**config.mk**
```make
export PLATFORM = sky130hd
export DESIGN_NAME = ud_counter_ctrl
export DESIGN_NICKNAME = d
export VERILOG_FILES = /design/src/rtl/ud_counter_pkg.sv /design/src/rtl/ud_tick_gen.sv /design/src/rtl/ud_counter_ctrl.sv
export SDC_FILE = /design/constraint.sdc
export NUM_CORES = 1
export LEC_CHECK = 0
export CAP_MARGIN = 20
export CORE_MARGIN = 2
export CORE_UTILIZATION = 24
export DETAILED_ROUTE_END_ITERATION = 8
export GPL_ROUTABILITY_DRIVEN = 1
export PLACE_DENSITY = 0.49
export SYNTH_ARGS = -nofsm -noshare
export SYNTH_HDL_FRONTEND = slang
export SYNTH_HIERARCHICAL = 1
export SYNTH_SLANG_ARGS = --single-unit
export TNS_END_PERCENT = 5
```
**constraint.sdc**
```tcl
create_clock -name inter_clk -period 2.5 [get_ports inter_clk]
set_clock_uncertainty 0.2 [all_clocks]
set_input_delay 0.5 -clock inter_clk [delete_from_list [all_inputs] [get_ports inter_clk]]
set_output_delay 0.5 -clock inter_clk [all_outputs]
set_load 0.01 [all_outputs]
```
**src/rtl/ud_counter_pkg.sv**
```systemverilog
// ud_counter_pkg: types and constants shared by the ud_counter_ctrl
// sequencer and the ud_counter_block digit counters.
package ud_counter_pkg;

  // Sequencer state encoding; values are fixed so state can be probed
  // and compared across blocks.
  typedef enum logic [1:0] {
    IDLE = 2'd0,
    LOAD = 2'd1,
    RUN  = 2'd2,
    DONE = 2'd3
  } ctrl_state_t;

  // Default number of inter_clk cycles per count tick.
  localparam int DEFAULT_PRESCALE = 4;

  // Width of one counter digit (shared with ud_counter_block).
  localparam int DIGIT_W = 4;

endpackage

```
**src/rtl/ud_tick_gen.sv**
```systemverilog
// ud_tick_gen: free-running prescaler that emits a one-cycle tick every
// PRESCALE enabled, unheld cycles. sclr restarts the count from zero.
module ud_tick_gen
  import ud_counter_pkg::*;
#(
  parameter int PRESCALE = DEFAULT_PRESCALE,
  parameter int PSC_W    = 16
) (
  input  logic inter_clk,
  input  logic clr,
  input  logic en,
  input  logic hold,
  input  logic sclr,
  output logic tick
);

  localparam logic [PSC_W-1:0] PSC_LAST = PSC_W'(PRESCALE - 1);

  logic [PSC_W-1:0] psc_reg;

  // Prescaler: clears on sclr, advances only when enabled and not held,
  // and wraps to zero after the last phase.
  always_ff @(posedge inter_clk or negedge clr) begin
    if (!clr) begin
      psc_reg <= '0;
    end else if (sclr) begin
      psc_reg <= '0;
    end else if (en && !hold) begin
      if (psc_reg == PSC_LAST) begin
        psc_reg <= '0;
      end else begin
        psc_reg <= psc_reg + PSC_W'(1);
      end
    end
  end

  // A held cycle never produces a tick, so pause cannot leak a count.
  assign tick = en & ~hold & (psc_reg == PSC_LAST);

endmodule

```
**src/rtl/ud_counter_ctrl.sv**
```systemverilog
// ud_counter_ctrl: initiator-side sequencer for a ud_counter_block chain.
// Loads the chain, paces count enables with ud_tick_gen and stops on
// terminal count, pulsing done for the game logic.
// Optional feature macro: UD_CTRL_AUTO_RELOAD_EN -- when defined, terminal
// count reloads the chain and the round runs until abort, counting wraps.
module ud_counter_ctrl
  import ud_counter_pkg::*;
#(
  parameter int PRESCALE = DEFAULT_PRESCALE,
  parameter int PSC_W    = 16,
  parameter int WRAP_W   = 8
) (
  input  logic              inter_clk,
  input  logic              clr,
  input  logic              start,
  input  logic              abort,
  input  logic              pause,
  input  logic              dir_up,
  input  logic              tc,
  output logic              ld,
  output logic              cnt,
  output logic              up,
  output logic              busy,
  output logic              done,
  output logic [WRAP_W-1:0] wraps
);

  ctrl_state_t state_reg;
  logic        up_reg;
  logic        tick;
  logic        in_run;
  logic        accept_start;

  assign in_run       = (state_reg == RUN);
  assign accept_start = (state_reg == IDLE) & start & ~abort;

  // Prescaler restarts in LOAD so the first tick lands PRESCALE cycles
  // after entering RUN.
  ud_tick_gen #(
    .PRESCALE (PRESCALE),
    .PSC_W    (PSC_W)
  ) u_tick_gen (
    .inter_clk (inter_clk),
    .clr       (clr),
    .en        (in_run),
    .hold      (pause),
    .sclr      (state_reg == LOAD),
    .tick      (tick)
  );

  // Round sequencer; direction is latched only on an accepted start so
  // the tc polarity stays stable for the whole round.
  always_ff @(posedge inter_clk or negedge clr) begin
    if (!clr) begin
      state_reg <= IDLE;
      up_reg    <= 1'b1;
    end else begin
      case (state_reg)
        IDLE: begin
          if (accept_start) begin
            state_reg <= LOAD;
            up_reg    <= dir_up;
          end
        end
        LOAD: begin
          state_reg <= abort ? IDLE : RUN;
        end
        RUN: begin
          if (abort) begin
            state_reg <= IDLE;
          end else if (tick && tc) begin
`ifdef UD_CTRL_AUTO_RELOAD_EN
            state_reg <= LOAD;
`else
            state_reg <= DONE;
`endif
          end
        end
        DONE: begin
          state_reg <= IDLE;
        end
        default: begin
          state_reg <= IDLE;
        end
      endcase
    end
  end

`ifdef UD_CTRL_AUTO_RELOAD_EN
  logic [WRAP_W-1:0] wraps_reg;

  // Wrap counter: cleared on an accepted start, bumped (saturating) on
  // every auto-reload, i.e. each terminal-count tick in RUN.
  always_ff @(posedge inter_clk or negedge clr) begin
    if (!clr) begin
      wraps_reg <= '0;
    end else if (accept_start) begin
      wraps_reg <= '0;
    end else if (in_run && !abort && tick && tc && (wraps_reg != {WRAP_W{1'b1}})) begin
      wraps_reg <= wraps_reg + WRAP_W'(1);
    end
  end

  assign wraps = wraps_reg;
`else
  assign wraps = '0;
`endif

  // Strobes decode from registered state; cnt is combinational on tc so
  // the counter rests on its terminal value instead of stepping past it.
  assign ld   = (state_reg == LOAD);
  assign busy = (state_reg == LOAD) | in_run;
  assign done = (state_reg == DONE);
  assign cnt  = in_run & tick & ~tc & ~abort;
  assign up   = up_reg;

endmodule

```
* After elaboration in Yosys (flattened, before gate mapping)
Index checks and enable logic that the tools add are counted.
** Word-level totals
- Bits in registers :: 19
- Bits in latches :: 0
- Memory bits (writable) :: 0
- Memory bits (read-only) :: 0
- Input port bits :: 7
- Output and inout bits :: 13
- Word-level logic and storage cells :: 36
- Memories kept :: 0
** Operators by class
- $add $sub $neg :: 1
- Multipliers :: 0
- Div/mod/pow operators :: 0
- $lt $le $gt $ge :: 0
- Equality and inequality tests :: 6
- Shift-type cells :: 0
- Mux-type cells :: 8
- Bitwise logic cells :: 11
- Reductions and logical operators :: 7
** Operators by type and width (count)
- $mux W16 :: 3
- $add A16 B1 Y16 const B :: 1
- $eq A16 B2 Y1 const B :: 1
- $mux W2 :: 4
- $pmux W2 S4 :: 1
- $and A1 B1 Y1 :: 7
- $eq A2 B2 Y1 const B :: 2
- $reduce_and A2 Y1 :: 2
- $ne A3 B2 Y1 const B :: 1
- $not A1 Y1 :: 3
- $eq A2 B1 Y1 const B :: 1
- $logic_and A1 B1 Y1 :: 2
- $logic_not A2 Y1 :: 1
- $ne A2 B2 Y1 const B :: 1
- $reduce_bool A2 Y1 :: 1
- $logic_not A1 Y1 :: 1
- $or A1 B1 Y1 :: 1

* Longest topological paths before layout
- Depth in word-level cells :: 7
- Mapped depth :: 8
- Depth with buffers taken out :: 7

* By module
The synthesis kept the hierarchy.
** By module, submodules not included
- ud_tick_gen :: times used 1, cells each 98, area an instance 890.9 um2, sequential area each 400.4 um2
- ud_counter_ctrl :: times used 1, cells each 29, area an instance 304.0 um2, sequential area each 76.3 um2

* Worst setup path after synthesis
No wires, ideal clock.
- Path kind :: reg-to-output
- Start :: reg u_tick_gen.psc_reg[0]
- End :: out cnt
- Arrival :: 1301 ps
- Data required time :: 1800 ps
- Slack :: 499 ps
- Stages on the path, launching flop included :: 6
- Path buffers :: 0
- Cell sequence :: dfrtp_1 -> ha_1 -> nor4b_1 -> nand4_1 -> nor2_1 -> and3b_1
** Between the ends
- Word-level cells in the longest chain between the ends :: 5
** RTL lines
- from (decl) :: line ud_tick_gen.sv:19 : logic [PSC_W-1:0] psc_reg;
- from (signal assigned) :: line ud_tick_gen.sv:32 : psc_reg <= psc_reg + PSC_W'(1);
- $eq A16 B2 Y1 :: line ud_tick_gen.sv:38 : assign tick = en & ~hold & (psc_reg == PSC_LAST);
- $and A1 B1 Y1 :: line ud_tick_gen.sv:38
- via tick :: line ud_counter_ctrl.sv:30 : logic tick;
- $and A1 B1 Y1 (3 in a row) :: line ud_counter_ctrl.sv:114 : assign cnt = in_run & tick & ~tc & ~abort;
- to (decl) :: line ud_counter_ctrl.sv:21 : output logic cnt,
The timed path passes the listed nets, and every way through them passes these cells.

* Final worst setup path
- Start :: reg u_tick_gen.psc_reg[1]
- End :: out cnt
The elaborated chain is that of the path after synthesis.

==> metrics <==
share of the yosys chip area belonging to registers=39.9%; detailed-route vias per instance=~4.4; proportion of power drawn by combinational gates=roughly 45%; # rows=25; cell taking the most area after synthesis=sky130_fd_sc_hd__dfrtp_1; critical path data required time=1800 ps; Net Sw Frac=a little over a third; initial antenna violation count=0; category of the worst setup path capture point=output port; biggest fanout along the worst timing path=2; Die Wd=between 70 and 80 um; average footprint of a synthesized cell=about 9.4 um^2; flip-flop count of the largest register, all copies and words added=16; placer's final routability congestion estimate=just under 0.8; commonest non-fill, non-tap cells in the layout=sky130_fd_sc_hd__buf_4 (20), sky130_fd_sc_hd__dfrtp_1 (18), sky130_fd_sc_hd__nor2_1 (16); final count of negative-setup-slack endpoints=0; wire length of the first global-routing pass=approximately 4600 um; Fin Setup TNS=0 ps; total standard cell area after synthesis=1190 um^2; number of buffers added to fix hold violations after cts=0; CTS clock-pin slew for the worst setup and hold paths=around 70 ps; # fillers=between 500 and 600; Detailed Route WL=~2700 um; RSZ-0062 raised after global routing=yes; worst min-delay path class=reg -> reg; count of TritonRoute iterations in the first routing pass=4; sequential share of power=a little over a third; Buffers on Ports=11; TritonCTS Sinks=19; pins over their slew limit=0; average wire per standard cell=around 12 um; Initial Utilization=25.1%; number of global-route vias before repair=981; number of violations reported at the end of detailed-routing iteration 0=59; clock latency of the later-clocked register in the worst-skew pair=about 250 ps; area growth from synthesis to layout=29.8%; number of enable flip-flop cells after synthesis=0; Synth Warn #=6; Cell Chain, Critical Path=ha_2 -> nor4b_4 -> nand4_1 -> nor2_1 -> and3b_1 -> buf_2; Post-DP HPWL=roughly 2100 um; Num CTS Buffers=3; Hold Violations, Final=0; final antenna-violating net count=0; commonest non-fill, non-tap cell in the layout=sky130_fd_sc_hd__buf_4; root cell of the clock tree=sky130_fd_sc_hd__clkbuf_8; top flip-flop cell by instance count after synthesis=sky130_fd_sc_hd__dfrtp_1; fraction of final layout cells sized beyond drive strength 1=between 20% and 30%; remaining design rule violation count=0; Synth cell types=38; number of max-cap violations=0; final worst path period share=94.0%; Max IR drop VDD=approximately 0.19 mV; final global-route overflow total=0; largest net degree at the start of global routing=20; PD cells=just under 700 nW/um^2; critical-path cell with the highest stage delay=sky130_fd_sc_hd__dfrtp_1; GRT Util Overall=10.9%; final-stage net count=around 170; status=completed; Clk network pwr share=20.4%; core area=~4800 um^2; flop and latch count out of synthesis=19; highest achievable clock rate=426 MHz; DR vias=approximately 1000; switching pwr=approximately 0.37 mW; worst-case clock buffer depth=2; Worst EP arrival=between 1500 and 2000 ps; category of the worst setup path launch point=register; internal power of the cells=a little under 0.7 mW; Die Area=~5600 um^2; kind of critical path=reg -> out; Crit path largest cell delay=between 300 and 400 ps; post-CTS repair timing setup buffer count=0; number of inserted diodes=0; total power draw=between 1 and 1.5 mW; fraction of synthesized cell area taken by the top area cell type=37.7%; Die Y=about 75 um; ranking of synthesized cells by area=sky130_fd_sc_hd__dfrtp_1 (38%), sky130_fd_sc_hd__ha_1 (5.2%), sky130_fd_sc_hd__buf_4 (5.0%); CTS HTree Levels=1; clock tree from TritonCTS=built; count of boundary I/O pins=20; minimum clock period after layout=~2400 ps; leak pwr=0.694 nW; cell count after synthesis=roughly 130; Post-synth ARST share=100%
==> power by group through the flow <==
stage          combinational, mW  sequential, mW  clock, mW
4_1_cts                    0.471           0.366      0.228
3_5_place_dp               0.471           0.371          0
5_1_grt                    0.513           0.372      0.243
3_3_place_gp               0.463           0.370          0
2_1_floorplan              0.273           0.375          0
6_report                   0.467           0.366      0.214
==> path summary, 6_finish.rpt <==
path	start	endpoint	slack, ps	cells after the start
max	u_tick_gen/psc_reg[1]$_DFFE_PN0P_	cnt	150	6
min	state_reg[0]$_DFFE_PN0P_	state_reg[0]$_DFFE_PN0P_	360	1
max reg2reg	state_reg[0]$_DFFE_PN0P_	u_tick_gen/psc_reg[10]$_DFFE_PN0P_	470	8
min reg2reg	state_reg[0]$_DFFE_PN0P_	state_reg[0]$_DFFE_PN0P_	360	1
max in group asynchronous	clr	up$_DFFE_PN1P_	1460	2
min in group asynchronous	clr	u_tick_gen/psc_reg[12]$_DFFE_PN0P_	380	2
==> worst max-delay path, delay by kind of cell (launching register included) <==
family | cells | cell delay, ps
buffers and inverters | 1 | 120
AND/OR/NAND/NOR | 4 | 730
flip-flops | 1 | 360
adder cells (fa/ha/maj) | 1 | 190
==> Yosys cell counts, types with 2 or more instances <==
master and instances:
sky130_fd_sc_hd__a21oi_1 5, sky130_fd_sc_hd__a31oi_1 3, sky130_fd_sc_hd__and3_2 2, sky130_fd_sc_hd__buf_4 8
sky130_fd_sc_hd__dfrtp_1 18, sky130_fd_sc_hd__ha_1 5, sky130_fd_sc_hd__inv_1 6, sky130_fd_sc_hd__nand2_1 11
sky130_fd_sc_hd__nand3_1 6, sky130_fd_sc_hd__nand4_1 5, sky130_fd_sc_hd__nor2_1 16, sky130_fd_sc_hd__nor3_1 2
sky130_fd_sc_hd__nor4_1 2, sky130_fd_sc_hd__o21ai_0 5, sky130_fd_sc_hd__o22a_1 2, sky130_fd_sc_hd__or3_1 3
sky130_fd_sc_hd__xnor2_1 4, sky130_fd_sc_hd__xor2_1 4
==> cells by family (layout without fill, tap and decap cells) <==
group | count (synthesis) | count (layout) | synth area share (%)
fa+ha+maj | 5 | 5 | 5.24
other cells | 1 | 8 | 0.314
simple gates | 58 | 58 | 27.2
buf+inv | 15 | 41 | 7.85
flops | 19 | 19 | 39.9
compound gates | 19 | 19 | 11.5
xor+xnor | 8 | 8 | 5.86
mux | 2 | 2 | 2.09
==> stage by stage <==
step	hold WS (ps)	utilization [%]	cells	area, um^2	worst slack, ps
2_1_floorplan	4.41	-	134	1220	499
3_3_place_gp	346	31.4	223	1490	-142
3_5_place_dp	352	31.4	223	1490	-162
4_1_cts	370	32.7	227	1550	15.1
5_1_grt	391	32.6	227	1550	-1.30
6_report	362	32.6	227	1550	150
==> routing by layer <==
metal / GRT usage [%] / vias to the layer above / share of wire, %
li1: - / 493 / -
met1: 14.8 / 481 / 48
met2: 17.6 / 14 / 48
met3: 2.44 / 2 / 3.0
met4: 2.98 / 0 / 1.1
met5: 0 / - / 0
==> cell type report <==
| cell class | instances | area [um^2] | share of cell area (%) |
|---|---|---|---|
| multi-input cells | 100 | 668 | 43.1 |
| inverters | 6 | 22.5 | 1.45 |
| repair buffers | 31 | 255 | 16.5 |
| flip-flops and latches | 19 | 477 | 30.7 |
| well taps | 67 | 83.8 | 5.40 |
| clock buffers | 4 | 45.0 | 2.90 |
==> repair_timing <==
item,CTS,global route
gates resized for setup,4,3
endpoints found under the setup margin,1,1
pin swaps,2,4
(Power assumes the default switching activity.)
